## src/rtl/sine_phase_gen_if.sv

```systemverilog
// Bus bundle for sine_phase_gen: sample strobe, start/stop control, tuning
// word in; ROM address/enable, sample-valid, sign, wrap and busy out.
interface sine_phase_gen_if #(
    parameter int PHASE_W = 16,
    parameter int ADDR_W  = 6
);
    logic               tick;
    logic               start;
    logic               stop;
    logic [PHASE_W-1:0] ftw;
    logic [ADDR_W-1:0]  rom_addr;
    logic               rom_en;
    logic               sample_valid;
    logic               negate;
    logic               wrap;
    logic               busy;

    // Controller / bench side
    modport master (
        output tick, start, stop, ftw,
        input  rom_addr, rom_en, sample_valid, negate, wrap, busy
    );

    // Generator side
    modport slave (
        input  tick, start, stop, ftw,
        output rom_addr, rom_en, sample_valid, negate, wrap, busy
    );
endinterface

```

## src/rtl/sine_phase_gen.sv

```systemverilog
// sine_phase_gen: phase-accumulator front end for a sine ROM. Each sample
// tick issues a registered ROM read for the current phase and advances the
// phase by the latched tuning word. A stop request lets the current period
// finish (up to the accumulator carry) before returning to idle.
// Build option: define SINE_QUARTER_WAVE_EN to address a quarter-wave table
// (address mirrored in odd quadrants, negate flag set in the second half).
module sine_phase_gen #(
    parameter int PHASE_W = 16,
    parameter int ADDR_W  = 6
) (
    input  logic                   clk,
    input  logic                   rst_n,
    sine_phase_gen_if.slave        bus
);

    typedef enum logic [1:0] {
        IDLE  = 2'd0,
        RUN   = 2'd1,
        DRAIN = 2'd2
    } state_t;

    state_t              state_q, state_d;
    logic [PHASE_W-1:0]  phase_q;
    logic [PHASE_W-1:0]  ftw_l;
    logic [ADDR_W-1:0]   rom_addr_q;
    logic                rom_en_q;
    logic                sample_valid_q;
    logic                neg_rd_q;     // sign of the sample currently being read
    logic                negate_q;     // sign aligned with sample_valid
    logic                wrap_q;

    logic                do_load;      // latch ftw, clear phase
    logic                do_step;      // issue ROM read, advance phase
    logic                do_clear;     // drain done, clear phase

    logic [PHASE_W:0]    phase_sum;
    logic [ADDR_W-1:0]   addr_cur;
    logic                neg_cur;

    // Extra top bit of the sum is the accumulator carry-out (period boundary).
    assign phase_sum = {1'b0, phase_q} + {1'b0, ftw_l};

`ifdef SINE_QUARTER_WAVE_EN
    logic [1:0]          quad;
    logic [ADDR_W-1:0]   k;

    assign quad     = phase_q[PHASE_W-1 -: 2];
    assign k        = phase_q[PHASE_W-3 -: ADDR_W];
    // Odd quadrants run the table backwards; the second half is negated.
    assign addr_cur = quad[0] ? ~k : k;
    assign neg_cur  = quad[1];
`else
    assign addr_cur = phase_q[PHASE_W-1 -: ADDR_W];
    assign neg_cur  = 1'b0;
`endif

    // State register
    always_ff @(posedge clk or negedge rst_n) begin
        if (!rst_n) state_q <= IDLE;
        else        state_q <= state_d;
    end

    // Next-state and datapath control. In DRAIN the exit takes priority over a
    // coincident tick so nothing is issued on the way out.
    always_comb begin
        state_d  = state_q;
        do_load  = 1'b0;
        do_step  = 1'b0;
        do_clear = 1'b0;
        case (state_q)
            IDLE: begin
                if (bus.start) begin
                    state_d = RUN;
                    do_load = 1'b1;
                end
            end
            RUN: begin
                do_step = bus.tick;
                if (bus.stop) state_d = DRAIN;
            end
            DRAIN: begin
                // wrap_q marks the edge after the period-closing tick; a zero
                // tuning word never wraps, so leave straight away.
                if (wrap_q || (ftw_l == '0)) begin
                    state_d  = IDLE;
                    do_clear = 1'b1;
                end else begin
                    do_step = bus.tick;
                end
            end
            default: state_d = IDLE;
        endcase
    end

    // Phase accumulator and tuning-word latch
    always_ff @(posedge clk or negedge rst_n) begin
        if (!rst_n) begin
            phase_q <= '0;
            ftw_l   <= '0;
        end else if (do_load) begin
            phase_q <= '0;
            ftw_l   <= bus.ftw;
        end else if (do_clear) begin
            phase_q <= '0;
        end else if (do_step) begin
            phase_q <= phase_sum[PHASE_W-1:0];
        end
    end

    // ROM read stage: address from the pre-add phase, one-cycle enable/wrap
    always_ff @(posedge clk or negedge rst_n) begin
        if (!rst_n) begin
            rom_addr_q <= '0;
            rom_en_q   <= 1'b0;
            wrap_q     <= 1'b0;
            neg_rd_q   <= 1'b0;
        end else begin
            rom_en_q <= do_step;
            wrap_q   <= do_step & phase_sum[PHASE_W];
            if (do_step) begin
                rom_addr_q <= addr_cur;
                neg_rd_q   <= neg_cur;
            end
        end
    end

    // Data stage: valid and sign follow the ROM's one-cycle read latency
    always_ff @(posedge clk or negedge rst_n) begin
        if (!rst_n) begin
            sample_valid_q <= 1'b0;
            negate_q       <= 1'b0;
        end else begin
            sample_valid_q <= rom_en_q;
            negate_q       <= neg_rd_q;
        end
    end

    assign bus.rom_addr     = rom_addr_q;
    assign bus.rom_en       = rom_en_q;
    assign bus.sample_valid = sample_valid_q;
    assign bus.negate       = negate_q;
    assign bus.wrap         = wrap_q;
    assign bus.busy         = (state_q != IDLE);

endmodule

```

## src/flat_wrapper.sv

```systemverilog
// flat-port wrapper written by rule: the top's interface ports become plain ports
module sine_phase_gen_flat 
#(
    parameter int PHASE_W = 16,
    parameter int ADDR_W  = 6
)
  (clk, rst_n, bus_tick, bus_start, bus_stop, bus_ftw, bus_rom_addr, bus_rom_en, bus_sample_valid, bus_negate, bus_wrap, bus_busy);
  sine_phase_gen_if #(.PHASE_W(PHASE_W), .ADDR_W(ADDR_W)) bus_i ();
  input  logic clk;
  input  logic rst_n;
  input wire logic [$bits(bus_i.tick)-1:0] bus_tick;
  input wire logic [$bits(bus_i.start)-1:0] bus_start;
  input wire logic [$bits(bus_i.stop)-1:0] bus_stop;
  input wire logic [$bits(bus_i.ftw)-1:0] bus_ftw;
  output wire logic [$bits(bus_i.rom_addr)-1:0] bus_rom_addr;
  output wire logic [$bits(bus_i.rom_en)-1:0] bus_rom_en;
  output wire logic [$bits(bus_i.sample_valid)-1:0] bus_sample_valid;
  output wire logic [$bits(bus_i.negate)-1:0] bus_negate;
  output wire logic [$bits(bus_i.wrap)-1:0] bus_wrap;
  output wire logic [$bits(bus_i.busy)-1:0] bus_busy;
  assign bus_i.tick = bus_tick;
  assign bus_i.start = bus_start;
  assign bus_i.stop = bus_stop;
  assign bus_i.ftw = bus_ftw;
  assign bus_rom_addr = bus_i.rom_addr;
  assign bus_rom_en = bus_i.rom_en;
  assign bus_sample_valid = bus_i.sample_valid;
  assign bus_negate = bus_i.negate;
  assign bus_wrap = bus_i.wrap;
  assign bus_busy = bus_i.busy;
  sine_phase_gen #(.PHASE_W(PHASE_W), .ADDR_W(ADDR_W)) u_core (.clk(clk), .rst_n(rst_n), .bus(bus_i));
endmodule
```

## config.mk

```make
export PLATFORM = sky130hd
export DESIGN_NAME = sine_phase_gen_flat
export DESIGN_NICKNAME = d
export VERILOG_FILES = /design/src/rtl/sine_phase_gen_if.sv /design/src/rtl/sine_phase_gen.sv /design/src/flat_wrapper.sv
export SDC_FILE = /design/constraint.sdc
export NUM_CORES = 1
export LEC_CHECK = 0
export ABC_AREA = 0
export ABC_CLOCK_PERIOD_IN_PS = 3950
export CAP_MARGIN = 10
export CORE_ASPECT_RATIO = 1.1
export CORE_MARGIN = 4
export CORE_UTILIZATION = 50
export CTS_CLUSTER_DIAMETER = 120
export DETAILED_ROUTE_END_ITERATION = 8
export PLACE_DENSITY = 0.73
export SLEW_MARGIN = 20
export SYNTH_ARGS = -nofsm -noshare
export SYNTH_HDL_FRONTEND = slang
export SYNTH_SLANG_ARGS = --single-unit
```

## constraint.sdc

```tcl
create_clock -name clk -period 3.95 [get_ports clk]
set_input_delay 1.185 -clock clk [delete_from_list [all_inputs] [get_ports clk]]
set_output_delay 1.185 -clock clk [all_outputs]
set_load 0.01 [all_outputs]
```

==> results of run 1 <==
-- how the worst min path moves through the flow --
stage                         endpoint  slack [ps]               from  cells after the start
2_1_floorplan  u_core.bus.sample_valid         420  u_core.bus.rom_en                      0
3_3_place_gp   u_core.bus.sample_valid         360  u_core.bus.rom_en                      0
3_5_place_dp   u_core.bus.sample_valid         370  u_core.bus.rom_en                      0
4_1_cts        u_core.bus.sample_valid         390  u_core.bus.rom_en                      0
5_1_grt        u_core.bus.sample_valid         400  u_core.bus.rom_en                      0
6_report       u_core.bus.sample_valid         390  u_core.bus.rom_en                      0
-- cell families after synthesis --
group	share of synthesized area
AO/OA/AOI/OAI	0.166
XOR/XNOR	0.0344
adder cells (fa/ha/maj)	0.111
buffers and inverters	0.0231
flip-flops	0.423
multiplexers	0.106
other	0.00147
AND/OR/NAND/NOR	0.135
-- area by class of cell --
class / count / area (µm²) / share of cell area
repair buffers: 32 / 310 / 0.103
clock inverters: 2 / 60.1 / 0.0198
clock buffers: 6 / 72.6 / 0.0240
well taps: 56 / 70.1 / 0.0232
multi-input cells: 185 / 1410 / 0.465
inverters: 8 / 30.0 / 0.00992
flip-flops and latches: 43 / 1080 / 0.356
-- stage by stage --
step                      utilization  instances  cell area (µm²)  setup slack [ps]
after floorplan                     -        242             2540              1710
after global placement          0.605        324             2890               902
after detailed placement        0.605        324             2890               843
after CTS                       0.633        332             3030              1130
after global routing            0.633        332             3030              1040
final                           0.633        332             3030              1150
-- synth_stat cells (2+ instances only) --
cell	n
nand2b_1	3
inv_1	8
a31oi_1	2
xnor2_1	6
nor3_1	2
nand4_1	3
o21a_1	3
a21o_1	3
clkbuf_1	2
nand3_1	3
o21ai_1	2
a21boi_0	2
nor4_2	4
dfrtp_1	43
o21ai_0	18
a211o_1	2
nand3b_1	2
nand2_1	30
xor2_1	4
a22o_2	2
ha_1	21
nor2_1	6
mux2_2	22
nor2b_1	2
o22ai_1	2
a211oi_1	2
a21oi_1	18
and3_1	3
-- registers in the layout, indices dropped and copies added (netlist names) --
| register | count |
|---|---|
| u_core.bus.rom_addr | 6 |
| u_core.bus.rom_en | 1 |
| u_core.bus.sample_valid | 1 |
| u_core.bus.wrap | 1 |
| u_core.ftw_l | 16 |
| u_core.phase_q | 16 |
| u_core.state_q | 2 |
-- power by group through the flow --
stage | sequential, mW | combinational, mW | clock [mW]
floorplan | 0.712 | 0.867 | 0
global placement | 0.745 | 1.10 | 0
detailed placement | 0.747 | 1.13 | 0
CTS | 0.741 | 1.14 | 0.415
global route | 0.759 | 1.27 | 0.432
finish | 0.741 | 1.14 | 0.406
-- routing by layer --
| layer | GRT usage | share of wire |
|---|---|---|
| met5 | 0 | 0 |
| met2 | 0.277 | 0.47 |
| met4 | 0.0569 | 0.014 |
| met3 | 0.0324 | 0.037 |
| met1 | 0.239 | 0.48 |
==> flow_metrics.tcl, run 1 <==
set metrics [dict create \
    leakagePower_nw 1.35 \
    irDropWorstVdd_mv 0.403 \
    die_height_um 82.8 \
    clockRootBuffer "clkbuf_8" \
    core_um2 4780 \
    layout.nets 318 \
    drive_gt1_frac 0.167 \
    grt_antenna_before_repair 0 \
    critPathBufInv 3 \
    synth_area_per_cell_um2 10.5 \
    period_minus_slack_ps 2800 \
    drt-total-wl_um 5130 \
    finalSetupViolCount 0 \
    htree_levels 2 \
    power_frac_comb 0.498 \
    hold_slack_ps 387 \
    cp.depth 4 \
    dr.pass1.iters 4 \
    grt_pass1_wl_um 8790 \
    cellPowerDensity_nw_per_um2 755 \
    async_reset_ff_frac 1.00 \
    ys_seq_area_frac 0.423 \
    drtIter0Drc 131 \
    cp.required_ps 2760 \
    cts.repair_timing.setup_buffer_count 0 \
    crit_path_max_incr_delay_ps 530 \
    clkTransAtPathRegs_ps 90 \
    max_slew.worst_pin.slew_ps 961 \
    syn_inst 242 \
    clock_latency_ps 300 \
    criticalPathCategory "register to output port" \
    rr_endpoint "u_core.phase_q[14]" \
    crit_end "bus_busy" \
    endpoint_kind "output port" \
    cts_sinks 43 \
    dieArea_um2 6290 \
    p_sw_mw 0.905 \
    viasPerCell 5.64 \
    max_freq_mhz 357 \
    reg2reg_setup_slack_ps 1610 \
    status "complete, no violations" \
    num_rows 26 \
    synth_ff_type "dfrtp_1" \
    startpoint_type "register" \
    synthesis.area_um2 2540 \
    syn_nets 285 \
    yosysWarningCount 0 \
    diodes 0 \
    hold_viol 0 \
    cts.repair.resized 0 \
    synth_top_area_cell "dfrtp_1" \
    tritoncts "done" \
    drt.antenna.violating_nets 0 \
    io-pin-count 32 \
    synth_seq_cells 43 \
    synth_enable_flop_cells 0 \
    fillers 394 \
    clock_skew_ps 6.83 \
    place_congestion 0.841 \
    p_int_mw 1.38 \
    r2r_cells 9 \
    synth_area_leaders "dfrtp_1 (42%), ha_1 (10%), mux2_2 (9.7%)" \
    setup_tns_ps 0 \
    hold_class "register to register" \
    rsz0062_at_grt "no" \
    start_util 0.532 \
    cp_slowest_cell "clkdlybuf4s50_1" \
    wl_per_cell_um 15.4 \
    layout_common_cells "dfrtp_1 (43), nand2_1 (30), clkdlybuf4s50_1 (29), mux2_2 (22), ha_1 (21)" \
    slew_violations 0 \
    crit_family "buffers and inverters" \
    track_usage 0.173 \
    portBuffers 30 \
    cpMostUsedCell "inv_1" \
    die_w_um 76.0 \
    hold_buffers 0 \
    finalCritPeriodShare 0.710 \
    num_vias 1872 \
    critPathArrivalTime_ps 1620 \
    yosysTopAreaCellShare 0.423 \
    setup.worst_path.start "u_core.state_q[0]" \
    dp_hpwl_um 3700 \
    cts_buffer_depth 2 \
    overflow 0 \
    layout.cells.most_common "dfrtp_1" \
    maxCapViolations 0 \
    yosysUniqueCellTypes 50 \
    power_mw 2.28 \
    p_sw_frac 0.396 \
    timing.rr.start "u_core.ftw_l[0]" \
    crit_chain "inv_1, ha_1, inv_1, clkdlybuf4s50_1" \
    grt_pass1_vias 1818 \
    seqPwrFrac 0.324 \
    drc_errors 0 \
    grt_max_degree 44 \
    clkPwrFrac 0.178 \
    crit_fanout 4 \
    slew-limit-headroom 0.359 \
    numCtsBuffers 5 \
    area_growth_pct 19.0 \
]
(Power assumes the default switching activity.)
==> inputs of run 2 (changes only) <==
- ABC_CLOCK_PERIOD_IN_PS: 3950 -> 2900
- clock period: 3.95 -> 2.9 ns (I/O delays scaled with it)
==> run 2 against run 1 <==
Compared with the run above:
- register-to-register slack worse by 1100 ps
- worst hold slack worse by 8.5 ps
- power up 37%
- critical path depth unchanged
- worst setup slack worse by 760 ps
- clock skew about the same
- largest power group unchanged
- largest cell class unchanged
- clock power up 36%
- combinational power up 39%
- first-iteration DRC count up 9.2%
- non-clock buffer count up 3
- highest routed layer unchanged
==> flow_metrics.tcl, run 2 (synthesized netlist as in run 1, its figures left out) <==
set metrics [dict create \
    status "complete, no violations" \
    grt_max_degree 25 \
    rsz0062_at_grt "no" \
    crit_fanout 4 \
    r2r_cells 9 \
    clkTransAtPathRegs_ps 80 \
    cts.repair.resized 0 \
    cts.repair_timing.setup_buffer_count 0 \
    setup_tns_ps 0 \
    hold_viol 0 \
    dp_cells 327 \
    hold_depth 0 \
    drtIter0Drc 143 \
    dp_hpwl_um 3960 \
    finalCritPeriodShare 0.869 \
    critPathArrivalTime_ps 1650 \
    power_mw 3.14 \
    area_growth_pct 19.9 \
    io-pin-count 32 \
    criticalPathCategory "register to output port" \
    hold_class "register to register" \
    irDropWorstVdd_mv 0.508 \
    num_vias 1921 \
    cp.required_ps 2030 \
    grt_pass1_wl_um 8790 \
    portBuffers 30 \
    stdcell_count 335 \
    drt.antenna.violating_nets 0 \
    period_minus_slack_ps 2520 \
    dpl_worst_slack_ps 325 \
    drt-total-wl_um 5290 \
    hold_buffers 0 \
    leakagePower_nw 1.37 \
    overflow 0 \
    diodes 0 \
    clock_latency_ps 300 \
    htree_levels 2 \
    num_rows 26 \
    dieArea_um2 6290 \
    grt_antenna_before_repair 0 \
    dr.pass1.iters 4 \
    slew_violations 0 \
    drive_gt1_frac 0.176 \
    layout_common_cells "dfrtp_1 (43), nand2_1 (30), clkdlybuf4s50_1 (29), mux2_2 (22), ha_1 (21)" \
    tritoncts "done" \
    wl_per_cell_um 15.8 \
    core_um2 4780 \
    die_height_um 82.8 \
    clockRootBuffer "clkbuf_8" \
    startpoint_type "register" \
    cts_buffer_depth 2 \
    max_freq_mhz 397 \
    drc_errors 0 \
    finalSetupViolCount 0 \
    numCtsBuffers 5 \
    cts_sinks 43 \
    die_w_um 76.0 \
    worst_slack_ps 381 \
    maxCapViolations 0 \
    cellPowerDensity_nw_per_um2 1030 \
    place_congestion 0.847 \
    endpoint_kind "output port" \
    track_usage 0.175 \
    clock_skew_ps 7.10 \
    layout.nets 321 \
    layout.cells.most_common "dfrtp_1" \
    fillers 394 \
    grt_pass1_vias 1894 \
    viasPerCell 5.73 \
    start_util 0.532 \
]
==> run 2: cell types whose count changed in the layout (fill, tap and decap cells not counted), sizes merged <==
cell	previous run	this run
buf	3	6
==> run 2: critical path, stage by stage (launching register included) <==
cell	delay [ps]
dfrtp_1	390
inv_1	100
ha_1	250
inv_1	80
clkdlybuf4s50_1	540
==> run 2: path summary, 6_finish.rpt <==
| kind | startpoint | endpoint | slack (ps) |
|---|---|---|---|
| min in group asynchronous | rst_n | u_core.ftw_l[3] | 510 |
| max | u_core.state_q[0] | bus_busy | 380 |
| min | u_core.bus.rom_en | u_core.bus.sample_valid | 380 |
| max in group asynchronous | rst_n | u_core.ftw_l[11] | 1720 |
| min reg2reg | u_core.bus.rom_en | u_core.bus.sample_valid | 380 |
| max reg2reg | u_core.ftw_l[0] | u_core.phase_q[14] | 490 |
==> run 2: power by group <==
| part | internal (mW) | switching (mW) | total, mW |
|---|---|---|---|
| combinational | 0.732 | 0.848 | 1.58 |
| clock | 0.344 | 0.209 | 0.554 |
| sequential | 0.815 | 0.191 | 1.01 |
==> run 2: stage by stage <==
stage               hold WS (ps)  cell area (µm²)   util
finish                       378             3050  0.638
global route                 389             3050  0.638
detailed placement           360             2920  0.610
floorplan                    416             2540      -
global placement             359             2920  0.610
CTS                          379             3050  0.638
==> run 2: cell type report <==
| cell class | count | area [µm²] | area share |
|---|---|---|---|
| Sequential cell | 43 | 1080 | 0.353 |
| Clock inverter | 2 | 60.1 | 0.0197 |
| Timing Repair Buffer | 35 | 333 | 0.109 |
| Tap cell | 56 | 70.1 | 0.0230 |
| Multi-Input combinational cell | 185 | 1410 | 0.462 |
| Inverter | 8 | 30.0 | 0.00985 |
| Clock buffer | 6 | 72.6 | 0.0238 |
==> run 2: layer usage <==
| metal | up-vias | wire, µm | global-route usage |
|---|---|---|---|
| met3 | 7 | 190 | 0.0324 |
| met5 | - | 0 | 0 |
| li1 | 942 | - | - |
| met1 | 920 | 2550 | 0.223 |
| met2 | 52 | 2480 | 0.300 |
| met4 | 0 | 72 | 0.0641 |
